**src/rtl/fifo_wr_arb.sv**
```systemverilog
`default_nettype none
// ============================================================================
// Module      : fifo_wr_arb
// Description : Round-robin write-port arbiter in front of a fifo_2clk, using
//               w_emptycount for flow control. Optional packet locking is
//               enabled with the FIFO_WR_ARB_LOCK_EN macro.
// Revision    : 1.0 - initial release
// ============================================================================
module fifo_wr_arb #(
   parameter int NREQ  = 4,
   parameter int WIDTH = 8,
   parameter int DEPTH = 16,
   parameter int CNT_W = $clog2(DEPTH) + 1
) (
   input  logic                      wclk,
   input  logic                      aw_rst_n,
   input  logic [NREQ-1:0]           req,
   input  logic [NREQ*WIDTH-1:0]     req_data,
   input  logic [NREQ-1:0]           req_last,
   output logic [NREQ-1:0]           gnt,
   input  logic [CNT_W-1:0]          w_emptycount,
   output logic                      wt,
   output logic [WIDTH-1:0]          wtdata,
   output logic [$clog2(NREQ)-1:0]   owner,
   output logic                      busy
);

   localparam int IDX_W = $clog2(NREQ);
   localparam logic [IDX_W-1:0] C_LAST_IDX = IDX_W'(NREQ - 1);

   logic                 wt_q, wt_d;
   logic [WIDTH-1:0]     wtdata_q, wtdata_d;
   logic [IDX_W-1:0]     owner_q, owner_d;
   logic [IDX_W-1:0]     rr_ptr_q, rr_ptr_d;

   logic [CNT_W-1:0]     w_space;
   logic                 w_locked;
   logic [NREQ-1:0]      w_rr_gnt;
   logic [IDX_W-1:0]     w_rr_idx;
   logic [IDX_W-1:0]     w_grant_idx;
   logic                 w_accept;
   logic [WIDTH-1:0]     w_sel_data;

   // The write issued last cycle is not yet visible in w_emptycount.
   assign w_space = w_emptycount - CNT_W'(wt_q);

`ifdef FIFO_WR_ARB_LOCK_EN
   typedef enum logic [0:0] {
      ST_IDLE   = 1'b0,
      ST_LOCKED = 1'b1
   } state_t;

   state_t state_q, state_d;

   assign w_locked = (state_q == ST_LOCKED);
`else
   logic unused_req_last;

   assign w_locked        = 1'b0;
   assign unused_req_last = ^req_last;
`endif

   always_comb begin : p_rr_search
      logic [IDX_W-1:0] idx;
      logic             found;
      w_rr_gnt = '0;
      w_rr_idx = rr_ptr_q;
      idx      = rr_ptr_q;
      found    = 1'b0;
      for (int k = 0; k < NREQ; k++) begin
         idx = (idx == C_LAST_IDX) ? '0 : idx + 1'b1;
         if (!found && req[idx]) begin
            found         = 1'b1;
            w_rr_gnt[idx] = 1'b1;
            w_rr_idx      = idx;
         end
      end
   end

   always_comb begin
      gnt         = '0;
      w_grant_idx = w_rr_idx;
      if (aw_rst_n && (w_space != '0)) begin
         if (w_locked) begin
            w_grant_idx  = owner_q;
            gnt[owner_q] = req[owner_q];
         end else begin
            gnt = w_rr_gnt;
         end
      end
   end

   assign w_accept = |(req & gnt);

   always_comb begin
      w_sel_data = '0;
      for (int i = 0; i < NREQ; i++) begin
         if (w_grant_idx == IDX_W'(i)) begin
            w_sel_data = req_data[i*WIDTH +: WIDTH];
         end
      end
   end

   always_comb begin
      wt_d     = w_accept;
      wtdata_d = w_accept ? w_sel_data  : wtdata_q;
      owner_d  = w_accept ? w_grant_idx : owner_q;
      rr_ptr_d = w_accept ? w_grant_idx : rr_ptr_q;
`ifdef FIFO_WR_ARB_LOCK_EN
      state_d  = state_q;
      if (w_accept) begin
         state_d = req_last[w_grant_idx] ? ST_IDLE : ST_LOCKED;
      end
`endif
   end

   always_ff @(posedge wclk or negedge aw_rst_n) begin
      if (!aw_rst_n) begin
         wt_q     <= 1'b0;
         wtdata_q <= '0;
         owner_q  <= '0;
         rr_ptr_q <= C_LAST_IDX;
`ifdef FIFO_WR_ARB_LOCK_EN
         state_q  <= ST_IDLE;
`endif
      end else begin
         wt_q     <= wt_d;
         wtdata_q <= wtdata_d;
         owner_q  <= owner_d;
         rr_ptr_q <= rr_ptr_d;
`ifdef FIFO_WR_ARB_LOCK_EN
         state_q  <= state_d;
`endif
      end
   end

   assign wt     = wt_q;
   assign wtdata = wtdata_q;
   assign owner  = owner_q;
   assign busy   = w_locked;

endmodule
`default_nettype wire

```
**config.mk**
```make
export PLATFORM = sky130hd
export DESIGN_NAME = fifo_wr_arb
export DESIGN_NICKNAME = d
export VERILOG_FILES = /design/src/rtl/fifo_wr_arb.sv
export SDC_FILE = /design/constraint.sdc
export NUM_CORES = 1
export LEC_CHECK = 0
export ABC_AREA = 1
export CORE_UTILIZATION = 45
export DETAILED_ROUTE_END_ITERATION = 10
export HOLD_SLACK_MARGIN = 0.02
export PLACE_DENSITY_LB_ADDON = 0.08
export RECOVER_POWER = 25
export SLEW_MARGIN = 25
export SYNTH_ARGS = -nofsm -noshare
export SYNTH_HDL_FRONTEND = slang
export SYNTH_SLANG_ARGS = --single-unit
```
**constraint.sdc**
```tcl
create_clock -name wclk -period 4 [get_ports wclk]
set_input_delay 0.8 -clock wclk [delete_from_list [all_inputs] [get_ports wclk]]
set_output_delay 0.8 -clock wclk [all_outputs]
set_load 0.1 [all_outputs]
```
Word-level counts from Yosys, hierarchy flattened:

Cells that the tools add are included.
Widths: inputs -> output; s select.

* register bits after elaboration: 13
* latch bits: 0
* memory bits (writable): 0
* bits in read-only memories: 0
* input port bits: 47
* output and inout port bits: 16
* logic and storage cells: 78
* memories: 0

* add/sub/neg operators: 5
* multiply operators: 0
* divide/modulo/power cells: 0
* order comparisons: 8
* equal/unequal tests: 7
* shifts and indexed selects: 0
* multiplexer cells: 36
* bitwise operators: 4
* reductions and logical operators: 14

Operator list (count)
* $mux 8: 4
* $mux 4: 5
* $mux 2: 8
* $eq 2x2->1 const B: 6
* $lt 2x3->1 const B: 4
* $or 4x4->4: 3
* $mux 1: 11
* $add 2x1->2 const B: 4
* $bmux 1 s2: 4
* $demux 1 s2: 4
* $ge 2x1->1 const B: 4
* $logic_and 1x1->1: 8
* $reduce_bool 5->1: 1
* $sub 5x1->5: 1
* $and 4x4->4: 1
* $reduce_or 4->1: 1
* $logic_not 1->1: 3
* $eq 2x1->1 const B: 1
* $logic_not 2->1: 1

Longest topological paths before layout:

Gate-level depths: netlist (run 1).

* depth after elaboration: 19
* gate-level depth with buffers: 19
* depth with buffers taken out: 18

Least setup slack after synthesis (run 1):

No wires, ideal clock.

* path kind: register to output
* start: reg rr_ptr_q[0]
* end: out gnt[2]
* data arrival time: 2.678 ns
* required time: 3.200 ns
* path slack: 0.522 ns
* stages on the path, launching flop included: 13
* buffers on the path: 0
* cells stage by stage: dfstp_2 inv_1 ha_1 inv_1 nand2_1 nand2_2 nand2_1 nand2_2 nand2_4 nor2_8 nand2_1 nand3b_1 and2_1

* word-level cells in the longest chain between the ends: 15
* elaborated cells on any way between the ends: 57
* those cells by class: 4 x add/sub; 8 x order compare; 4 x eq/ne; 28 x mux; 3 x bitwise; 10 x reduce/logical

RTL lines
* start: declaration: line 34 `logic [IDX_W-1:0] rr_ptr_q, rr_ptr_d;`
* start signal: assignment: line 130 `rr_ptr_q <= rr_ptr_d;`
* $add 2x1->2 or $eq 2x2->1 (tied branches): line 71 `idx = (idx == C_LAST_IDX) ? '0 : idx + 1'b1;`
* $mux 2 *: line 71
* $add 2x1->2, or another cell as far along: line 71
* $mux 2 or $mux 1 (tied branches): line 71, 72
* $add 2x1->2, or another cell as far along: line 71
* $mux 2, or another cell as far along: line 71
* $add 2x1->2, or another cell as far along: line 71
* $mux 2, or another cell as far along: line 71
* $lt 2x3->1 (implied by the code), or another cell as far along: line 74 `w_rr_gnt[idx] = 1'b1;`
* $logic_and 1x1->1 (implied by the code), or another cell as far along: line 74
* $mux 1 (implied by the code), or another cell as far along: line 74
* $demux 1 s2, or another cell as far along: line 74
* $or 4x4->4 (no source line) or $logic_and 1x1->1 (tied branches)
* $mux 4 *: line 72 `if (!found && req[idx]) begin`
* $mux 4 *: line 83 `if (aw_rst_n && (w_space != '0)) begin`
* end: declaration: line 20 `output logic [NREQ-1:0] gnt,`

Every way passes the cells marked *; elsewhere a longest branch is shown, timed or not. The select of a mux whose other input is x is not followed.

Final worst setup path (run 1):

Same ends and word-level chain as after synthesis.

==> results of run 1 <==
## routing by layer
metal | vias to the layer above | wire (um) | global-route usage, %
met4 | 0 | 24 | 2.92
met5 | - | 0 | 0
met2 | 45 | 1680 | 29.7
met1 | 721 | 1940 | 33.0
li1 | 910 | - | -
met3 | 4 | 148 | 1.89
## how the worst max path moves through the flow
| stage | endpoint | slack (ns) | cells past startpoint |
|---|---|---|---|
| after global routing | gnt[2] | 0.08 | 13 |
| final | gnt[2] | 0.34 | 13 |
| after CTS | gnt[2] | 0.34 | 13 |
| after detailed placement | gnt[2] | 0.63 | 13 |
| after global placement | gnt[2] | 0.66 | 13 |
| after floorplan | gnt[2] | 0.52 | 12 |
## cells by family after synthesis
group	Yosys count	synth area share (%)
AND/OR/NAND/NOR	188	58.7
buffers and inverters	30	9.66
flip-flops	13	20.7
adder cells (fa/ha/maj)	9	7.13
AO/OA/AOI/OAI	8	3.01
XOR/XNOR	1	0.554
other	1	0.237
## placed cells by master (no fill, tap or decap), types with 5 or more instances in the layout
cell type        netlist  final
nand2_4                5      5
nand2_1               90     90
nor2_2                 9      9
nand2_2               14     14
nand3_1               40     40
ha_1                   9      9
nor2_1                14     14
dfrtp_1               11     11
nand4_1                7      7
inv_1                 21     21
clkdlybuf4s50_1        0     52
o21ai_0                5      5
## worst max-delay path: stages (launching register included)
cell and delay, ns:
dfstp_2 0.63, inv_1 0.16, ha_1 0.44, inv_1 0.23
nand2_1 0.10, nand2_2 0.11, nand2_1 0.08, nand2_2 0.09
nand2_4 0.07, nor2_8 0.15, nand2_1 0.07, nand3b_1 0.10
and2_1 0.18, buf_12 0.18
## state kept, by name (all words and copies together), names as in the netlist
| register | cells |
|---|---|
| rr_ptr_q | 2 |
| wtdata | 8 |
| wt | 1 |
| owner | 2 |
## metrics by stage
step | hold slack, ns | cell area, sq um | setup slack (ns)
after CTS | 0.484 | 2220 | 0.342
final | 0.478 | 2220 | 0.335
after detailed placement | 0.465 | 2200 | 0.634
after global placement | 0.464 | 2200 | 0.657
after floorplan | 0.504 | 1580 | 0.522
after global routing | 0.502 | 2220 | 0.0815
## final cells by class
cell class                      instances  area, sq um  share of cell area, %
Multi-Input combinational cell        207         1100                   49.6
Timing Repair Buffer                   58          614                   27.7
Sequential cell                        13          328                   14.8
Inverter                               24         92.6                   4.17
Tap cell                               46         57.6                   2.59
Clock buffer                            4         26.3                   1.18
==> flow_metrics.py, run 1 <==
metrics = {
    "grt": {
        "gr-total-overflow": 0,
        "grt_max_degree": 18,
        "grt_pass1_wl_um": 5800,
        "grt_pass1_vias": 1286,
        "grt_util_all_layers_pct": 20.5,
        "antenna_found_initial": 0,
    },
    "finish": {
        "insertedDiodeCount": 0,
        "areaGrowthSynthToFinish_pct": 40.4,
        "post-route-util_pct": 66.0,
        "layout-drive-gt1-share_pct": 15.4,
        "fillers": 330,
        "nNetsFinal": 363,
        "finalNonFillerCells": 352,
    },
    "worst_hold_path": {
        "hp-class": "reg -> reg",
        "hold_depth": 2,
        "worstHoldEndpoint": "wtdata[3]",
        "worstHoldStart": "wtdata[3]",
    },
    "floorplan": {
        "die-area_sq_mm": 0.00375,
        "die_x_um": 61.3,
        "row_count": 21,
        "ios": 63,
        "start_util_pct": 47.0,
        "die_h_um": 61.3,
        "coreArea_sq_mm": 0.00336,
    },
    "cts": {
        "path_clk_slew_ns": 0.07,
        "cts_buffer_depth": 2,
        "cts_max_level": 1,
        "ctsResizeCount": 0,
        "cts_buffers": 3,
        "insertion_delay_ns": 0.26,
        "cts_hold_buf": 0,
        "cts_tree": "built",
        "cts_setup_buffers": 0,
        "clock-sinks": 13,
        "cts-root-buf": "clkbuf_4",
    },
    "synthesis": {
        "synth-seq-area-share_pct": 20.7,
        "ys.flop_type": "dfrtp_1",
        "synth.most_common_cell": "nand2_1",
        "synth_cell_types": 26,
        "synth_edf_count": 0,
        "ys_seq_elements": 13,
        "synthTopCellsByCount": "90 x nand2_1, 40 x nand3_1, 21 x inv_1",
        "netlist.area_leader.share_pct": 21.4,
        "synth_top_cell_by_area": "nand2_1",
        "syn_inst": 250,
        "synthArstFlopShare_pct": 100,
        "synth_nets": 306,
        "synth_warnings": 0,
        "synth_area_leaders": "nand2_1 21%, dfrtp_1 17%, nand3_1 13%, ha_1 7.1%, nand2_2 5.5%",
        "avgSynthCellArea_sq_um": 6.32,
        "netlist_area_sq_mm": 0.00158,
    },
    "sta": {
        "finalMaxSlewViolations": 0,
        "setup_viol": 0,
        "maxSlewHeadroom_pct": 34.9,
        "fmax_mhz": 273,
        "fin_setup_tns_ns": 0,
        "skew_ns": 0.000564,
        "period_share_pct": 91.6,
        "finalHoldViolCount": 0,
        "fin_crit_ns": 3.66,
        "max_slew.worst_pin.slew_ns": 0.974,
        "rsz0062_at_grt": "no",
    },
    "worst_setup_path": {
        "worstRegToRegCells": 17,
        "critPathLaunch": "rr_ptr_q[0]",
        "cp-end-kind": "output pin",
        "path_class": "reg -> out",
        "rr_endpoint": "wtdata[2]",
        "crit_required_ns": 3.20,
        "rrSetupSlack_ns": 0.97,
        "cp-start-kind": "register",
        "cp.arrival_ns": 2.86,
        "cp_max_fo": 9,
        "reg2reg_from": "rr_ptr_q[0]",
    },
    "detailed_routing": {
        "vias": 1680,
        "wl_per_cell_um": 10.8,
        "detail-route-antenna-nets": 0,
        "route.detailed.drc": 0,
        "viasPerCell": 4.77,
        "wirelength_um": 3790,
        "drtPass1Iterations": 6,
        "drt_iter0_drc": 54,
    },
    "flow_run": {
        "drv_cap": 0,
    },
    "placed_design": {
        "dp.final_hpwl_um": 3080,
        "port_buffers": 57,
        "dp.cells": 348,
        "gp_congestion": 0.864,
    },
    "run_status": {
        "status": "finished, final reports clean",
    },
}
Power of run 1 is left out: the tool's default activity adds up to more than one toggle a clock period on the data nets, which glitch-free logic cannot reach.
==> run 2, diff against run 1 <==
- clock period: 4 -> 4.66 ns (I/O delays scaled with it)
==> run 2 against run 1 <==
  * Sequential share of layout area rose by 0.25 points
  * Register-to-register slack improved by 0.70 ns
  * Via count increased by 1.9%
  * Clock skew is 0.00098 ns higher
  * Final cell count stayed put
  * Critical endpoint is now gnt[1]
  * Largest cell class unchanged
  * Highest routed layer is now met3
==> flow_metrics.py, run 2 (synthesis results as in run 1) <==
metrics = {
    "worst_setup_path": {
        "rr_endpoint": "wtdata[5]",
        "cp-end-kind": "output pin",
        "crit_end": "gnt[1]",
        "cp-start-kind": "input port",
        "cp_max_fo": 14,
        "rrSetupSlack_ns": 1.67,
        "path_class": "in -> out",
        "worstRegToRegCells": 17,
        "critPathLaunch": "aw_rst_n",
        "reg2reg_from": "rr_ptr_q[0]",
        "crit_required_ns": 3.73,
        "cp.arrival_ns": 3.01,
    },
    "detailed_routing": {
        "drt_iter0_drc": 70,
        "vias": 1712,
        "detail-route-antenna-nets": 0,
        "wirelength_um": 3940,
        "drtPass1Iterations": 4,
        "viasPerCell": 4.86,
        "wl_per_cell_um": 11.2,
        "route.detailed.drc": 0,
    },
    "placed_design": {
        "dp.final_hpwl_um": 3200,
        "gp_congestion": 0.848,
        "port_buffers": 57,
        "dp.cells": 348,
    },
    "cts": {
        "cts_buffer_depth": 2,
        "cts_tree": "built",
        "clock-sinks": 13,
        "ctsResizeCount": 0,
        "cts-root-buf": "clkbuf_4",
        "cts_max_level": 1,
        "cts_buffers": 3,
        "cts_hold_buf": 0,
        "insertion_delay_ns": 0.27,
        "path_clk_slew_ns": 0.07,
        "cts_setup_buffers": 0,
    },
    "sta": {
        "period_share_pct": 84.7,
        "max_slew.worst_pin.slew_ns": 0.989,
        "rsz0062_at_grt": "no",
        "fmax_mhz": 253,
        "skew_ns": 0.00154,
        "maxSlewHeadroom_pct": 33.9,
        "fin_setup_tns_ns": 0,
        "finalHoldViolCount": 0,
        "fin_crit_ns": 3.95,
        "setup_viol": 0,
        "finalMaxSlewViolations": 0,
    },
    "floorplan": {
        "die_x_um": 61.3,
        "die-area_sq_mm": 0.00375,
        "ios": 63,
        "start_util_pct": 47.0,
        "die_h_um": 61.3,
        "coreArea_sq_mm": 0.00336,
        "row_count": 21,
    },
    "finish": {
        "insertedDiodeCount": 0,
        "nNetsFinal": 363,
        "layout-drive-gt1-share_pct": 15.4,
        "areaGrowthSynthToFinish_pct": 38.0,
        "finalNonFillerCells": 352,
        "multiInputGateArea_sq_mm": 0.00110,
        "seq_area_sq_um": 328,
        "final_cell_mix": "90 x nand2_1, 52 x clkdlybuf4s50_1, 40 x nand3_1",
        "largest_reg_flops": 8,
        "fillers": 337,
        "post-route-util_pct": 64.8,
        "layout_commonest_cell": "nand2_1",
    },
    "grt": {
        "use_met3_pct": 0.630,
        "grt_use_met2_pct": 34.5,
        "grtUsageMet1_pct": 34.9,
        "gr-total-overflow": 0,
        "grt_max_degree": 18,
        "grt_util_all_layers_pct": 22.4,
        "grt_pass1_wl_um": 6410,
        "grt_pass1_vias": 1432,
        "antenna_found_initial": 0,
        "busiest_layer": "met1",
    },
    "flow_run": {
        "drv_cap": 0,
    },
    "run_status": {
        "status": "finished, final reports clean",
    },
    "worst_hold_path": {
        "hp-class": "reg -> reg",
    },
}
[run 2: cell types whose count changed in the layout (fill, tap and decap cells not counted)]
| cell | previous run | this run |
|---|---|---|
| buf_12 | 4 | 1 |
| buf_4 | 0 | 3 |
[run 2: layer usage]
| metal | part of all wire, % | wire length (um) | up-vias |
|---|---|---|---|
| met1 | 51 | 1990 | 757 |
| met2 | 46 | 1820 | 47 |
| met3 | 3.4 | 133 | 0 |
| met5 | 0 | 0 | - |
| met4 | 0 | 0 | 0 |
| li1 | - | - | 908 |
[run 2: critical path, cell delays in order]
cell and delay (ns):
dlygate4sd3_1 0.52, clkbuf_1 0.52, inv_1 0.08, a41oi_1 0.49, nand2_1 0.11, inv_1 0.07
buf_4 0.28
[run 2: metrics by stage]
step | hold slack, ns | worst slack (ns) | cell area, sq um
after floorplan | 0.600 | 1.05 | 1580
after global placement | 0.464 | 1.05 | 2160
after detailed placement | 0.469 | 1.03 | 2160
after CTS | 0.489 | 0.820 | 2180
after global routing | 0.526 | 0.385 | 2180
final | 0.487 | 0.714 | 2180
[run 2: worst min-delay path by stage]
stage / startpoint / to / depth (start not counted)
finish: owner[0] / owner[0] / 2
global route: wtdata[1] / wtdata[1] / 2
floorplan: rr_ptr_q[1] / rr_ptr_q[1] / 2
CTS: wtdata[1] / wtdata[1] / 2
detailed placement: wtdata[1] / wtdata[1] / 2
global placement: wtdata[2] / wtdata[2] / 2
[run 2: layout make-up]
| cell class | count | share of cell area (%) |
|---|---|---|
| inverters | 24 | 4.25 |
| multi-input cells | 207 | 50.4 |
| flip-flops and latches | 13 | 15.0 |
| clock buffers | 4 | 1.20 |
| repair buffers | 58 | 26.4 |
| well taps | 46 | 2.64 |
Power of run 2 is left out for the same reason.
